[config.mk]
export PLATFORM = sky130hd
export DESIGN_NAME = pad_input_conditioner
export DESIGN_NICKNAME = d
export VERILOG_FILES = /design/src/rtl/pad_input_conditioner.sv
export SDC_FILE = /design/constraint.sdc
export NUM_CORES = 1
export LEC_CHECK = 0
export ABC_AREA = 1
export BUFFER_PORTS_ARGS = -buffer_cell sky130_fd_sc_hd__buf_4
export CAP_MARGIN = 30
export CORE_MARGIN = 1
export CORE_UTILIZATION = 40
export DETAILED_ROUTE_END_ITERATION = 12
export SLEW_MARGIN = 10
export SYNTH_ARGS = -nofsm -noshare
export SYNTH_HDL_FRONTEND = slang
export SYNTH_SLANG_ARGS = --single-unit
export TNS_END_PERCENT = 30
[constraint.sdc]
create_clock -name Clock -period 1.5 [get_ports Clock]
set_input_delay 0.15 -clock Clock [delete_from_list [all_inputs] [get_ports Clock]]
set_output_delay 0.15 -clock Clock [all_outputs]
set_load 0.005 [all_outputs]
[src/rtl/pad_input_conditioner.sv]
// pad_input_conditioner
//   Pad-side conditioning between the pad ring and the core:
//   - reset synchroniser (async assert, sync deassert) producing nResetCore
//   - N_CH active-low input channels, each with a synchroniser, a debounce
//     counter and registered press/release pulses
//
// Ports:
//   Clock       in   system clock, rising edge
//   nReset      in   pad reset, asynchronous, active-low
//   nResetCore  out  synchronised core reset, active-low
//   nIn         in   raw active-low pad inputs (asynchronous to Clock)
//   Level       out  debounced level, 1 = released, 0 = pressed
//   Press       out  one-cycle pulse on debounced 1->0
//   Release     out  one-cycle pulse on debounced 0->1
//   Test        in   DFT bypass, present only when TEST_BYPASS_EN is defined
//
// Build option TEST_BYPASS_EN: adds the Test port. While Test = 1 the core
// reset follows nReset combinationally and the debounce threshold is one.

module pad_input_conditioner #(
  parameter int N_CH        = 4,
  parameter int SYNC_STAGES = 2,
  parameter int DEB_CYCLES  = 16
) (
  input  logic            Clock,
  input  logic            nReset,
  output logic            nResetCore,
  input  logic [N_CH-1:0] nIn,
  output logic [N_CH-1:0] Level,
  output logic [N_CH-1:0] Press,
  output logic [N_CH-1:0] Release
`ifdef TEST_BYPASS_EN
  ,
  input  logic            Test
`endif
);

  localparam int CW = (DEB_CYCLES > 1) ? $clog2(DEB_CYCLES) : 1;
  localparam logic [CW-1:0] CNT_MAX = CW'(DEB_CYCLES - 1);

  // ---------------------------------------------------------------------
  // Reset synchroniser
  // ---------------------------------------------------------------------
  logic [SYNC_STAGES-1:0] rst_sync_q;
  logic [SYNC_STAGES-1:0] rst_sync_d;
  logic                   bypass;

  always_comb begin
    rst_sync_d = {rst_sync_q[SYNC_STAGES-2:0], 1'b1};
  end

  always_ff @(posedge Clock or negedge nReset) begin
    if (!nReset) begin
      rst_sync_q <= '0;
    end else begin
      rst_sync_q <= rst_sync_d;
    end
  end

`ifdef TEST_BYPASS_EN
  // Scan needs direct pad control of the core reset.
  assign bypass     = Test;
  assign nResetCore = Test ? nReset : rst_sync_q[SYNC_STAGES-1];
`else
  assign bypass     = 1'b0;
  assign nResetCore = rst_sync_q[SYNC_STAGES-1];
`endif

  // ---------------------------------------------------------------------
  // Input channels
  // ---------------------------------------------------------------------
  logic [SYNC_STAGES-1:0] sync_q [N_CH];
  logic [SYNC_STAGES-1:0] sync_d [N_CH];
  logic [CW-1:0]          cnt_q  [N_CH];
  logic [CW-1:0]          cnt_d  [N_CH];
  logic [N_CH-1:0]        sync_s;
  logic [N_CH-1:0]        level_q, level_d;
  logic [N_CH-1:0]        press_q, press_d;
  logic [N_CH-1:0]        release_q, release_d;

  always_comb begin
    for (int c = 0; c < N_CH; c++) begin
      sync_s[c] = sync_q[c][SYNC_STAGES-1];
    end
  end

  always_comb begin
    level_d   = level_q;
    press_d   = '0;
    release_d = '0;
    for (int c = 0; c < N_CH; c++) begin
      sync_d[c] = {sync_q[c][SYNC_STAGES-2:0], nIn[c]};
      cnt_d[c]  = cnt_q[c];
      if (sync_s[c] == level_q[c]) begin
        // Any return to the stable level discards the partial count.
        cnt_d[c] = '0;
      end else if ((cnt_q[c] == CNT_MAX) || bypass) begin
        level_d[c]   = sync_s[c];
        cnt_d[c]     = '0;
        press_d[c]   = ~sync_s[c];
        release_d[c] = sync_s[c];
      end else begin
        cnt_d[c] = cnt_q[c] + CW'(1);
      end
    end
  end

  always_ff @(posedge Clock or negedge nResetCore) begin
    if (!nResetCore) begin
      for (int c = 0; c < N_CH; c++) begin
        sync_q[c] <= '1;
        cnt_q[c]  <= '0;
      end
      level_q   <= '1;
      press_q   <= '0;
      release_q <= '0;
    end else begin
      for (int c = 0; c < N_CH; c++) begin
        sync_q[c] <= sync_d[c];
        cnt_q[c]  <= cnt_d[c];
      end
      level_q   <= level_d;
      press_q   <= press_d;
      release_q <= release_d;
    end
  end

  assign Level   = level_q;
  assign Press   = press_q;
  assign Release = release_q;

endmodule

==> metrics.csv <==
stage;metric;value;unit
setup_path;Buf/Inv on CP;1;
die;Die Ht;61.98;µm
sta;setup TNS;0;ps
drt;Routed WL per cell;9.698;µm
cts;CTS Sinks;38;
outcome;status;complete, no violations;
sta;final setup fails;0;
min_path;Hold Crit Class;primary input to async pin;
cts;CTS Root Cell;clkbuf_4;
drt;uppermost layer routed;met4;
placement;placed instance area;1647;µm²
cts;clock latency on the worst-skew pair;340;ps
sta;Slew Limit Fails;0;
yosys;cell count after synthesis;133;
die;site row count;21;
drt;vias per cell;4.467;
cts;clk slew on worst S/H paths;110;ps
yosys;Post-Synth XOR/XNOR Area;0.02435;
die;Die ar.;3841;µm²
yosys;Post-Synth Adder-Cell Area;0.03478;
drt;met3 wire len;128;µm
cts;CTS tree;yes;
setup_path;WP data required;1350;ps
setup_path;delay-heaviest family, CP;flip-flops;
yosys;count of cell types in the netlist;16;
die;die extent in x;61.98;µm
yosys;number of synthesized register bits;38;
power_and_ir_drop;power density cells;1005;nW/µm²
layout;n_diodes;0;
layout;most frequent cells in the layout;dfrtp_1, nand2_1, nor2_1;
cts;clock buffer depth;2;
grt;vias in the first global route;921;
setup_path;Reg2Reg Setup Slack;450;ps
yosys;yosys warns;0;
flow_run;max-cap violations;0;
placement;hpwl dp;1578;µm
power_and_ir_drop;Pleak;0.8617;nW
grt;initial antenna violation count;0;
yosys;largest cells by area after synthesis;dfrtp_1, dfstp_2, nand2_1;
grt;total gr overflow;0;
die;Ports;19;
sta;RSZ-0062 raised after global routing;false;
cts;CTS resizes;0;
grt;first-pass GRT wire length;3836;µm
drt;wl on met1;892;µm
drt;1st-iter DRT viols;36;
layout;Nets;175;
drt;Detail Route Antenna Nets;0;
setup_path;crit path kind;flop to output port;
die;Initial Util;0.4245;
yosys;Compound-Gate Fraction of Synth Area;0.02522;
layout;Area growth, synth to finish;22.35;%
sta;fmax;846.9;MHz
grt;Tot GR Track Use;0.1464;
setup_path;Worst setup EP type;output port;
yosys;mux contribution to synthesized area;0;
setup_path;Crit path depth;1;
cts;Num CTS Buffers;5;
setup_path;crit path launch type;flop;
drt;Residual DRC;0;
placement;PortBufs;18;
cts;htree depth;2;
yosys;post-synthesis simple-gate area fraction;0.1948;
setup_path;Crit path arrival time;1030;ps
layout;layout cells sized above 1;0.2892;
setup_path;FF-to-FF path depth;4;
drt;final WL;2056;µm
layout;fin area;1760;µm²
layout;Fillers;295;
sta;crit share post-route;0.7872;
layout;Reg area;965.9;µm²
yosys;register area share after synthesis;0.6713;
yosys;Mapped Area;1439;µm²
setup_path;Crit path largest cell delay;570;ps
yosys;Synth top area share;0.4522;
grt;largest net degree at the start of global routing;21;
yosys;syn nets;143;
setup_path;CP Cell Sequence;buf_4;
yosys;syn avg cell area;10.82;µm²
setup_path;CP Max Fanout;4;
placement;global placer's final weighted congestion;0.8001;
yosys;Synth area leader;dfrtp_1;
sta;final clock skew;7.607;ps
setup_path;Slowest-stage cell, CP;dfstp_2;
drt;Pre-antenna DRT Iters;5;
drt;vias post-DR;947;
layout;area of the multi-input gates;405.4;µm²
yosys;largest family of logic cells by synthesized area;simple AND/OR/NAND/NOR gates;
power_and_ir_drop;worst vdd ir;568.0;µV
sta;Final Hold Fails;0;
sta;Period minus WS final;1181;ps
drt;met2 wire len;981;µm
die;Core Footprint;3390;µm²
-- per-stage QoR --
step,cells,util,hold WS [ps],setup WS (ps),power (mW)
after detailed placement,199,0.4858,-66.99,473.5,1.232
after CTS,212,0.5194,82.21,297.4,1.803
after floorplan,133,-,-145.6,269.0,1.190
final,212,0.5194,105.9,319.2,1.769
after global placement,199,0.4858,-66.80,483.8,1.226
after global routing,212,0.5194,82.13,249.5,1.872
-- logic make-up after synthesis --
family	after synthesis
xor+xnor	4
fa+ha+maj	4
buf+inv	18
other cells	1
compound gates	6
flops	38
simple gates	62
-- final cells by class --
cell class,instances,area share
Sequential cell,38,0.5487
Clock inverter,2,0.007107
Clock buffer,6,0.02914
Multi-Input combinational cell,77,0.2303
Inverter,18,0.03838
Timing Repair Buffer,25,0.1137
Tap cell,46,0.03269
-- layer usage --
layer | up-vias | GRT usage
li1 | 473 | -
met5 | - | 0
met2 | 20 | 0.2234
met3 | 9 | 0.06418
met1 | 445 | 0.1687
met4 | 0 | 0.09206
-- timing repair --
item | in CTS | in global routing
setup buffers | 0 | 0
hold buffers | 5 | 0
hold endpoints to repair | 6 | 0
-- final timing paths --
kind,endpoint,from
worst max-delay path,Level[2],Level[2]
worst min-delay path,rst_sync_q[0],nReset
worst max register to register,cnt_q[0],cnt_q[0]
worst min register to register,cnt_q[14],rst_sync_q[1]
max in group asynchronous,sync_d[1],rst_sync_q[1]
min in group Clock,sync_q[5],sync_d[5]
-- report_power, final --
group | leakage, nW | internal [mW] | switching (mW)
Sequential | 0.474 | 1.07 | 0.0327
Clock | 0.0343 | 0.225 | 0.324
Combinational | 0.354 | 0.0532 | 0.0605
-- flip-flops by register name, indices dropped and copies added, names as in the netlist --
register,count
cnt_q,16
Level,4
Press,4
Release,4
sync_d,4
sync_q,4
rst_sync_q,2
-- synth_stat cells, drive strengths merged --
library cell,count
xnor2,4
a21boi,1
nor2,22
a21oi,1
nand2,28
inv,18
nand3,8
dfrtp,26
nand4,4
conb,1
ha,4
dfstp,12
o21ai,4
(Power assumes the default switching activity.)
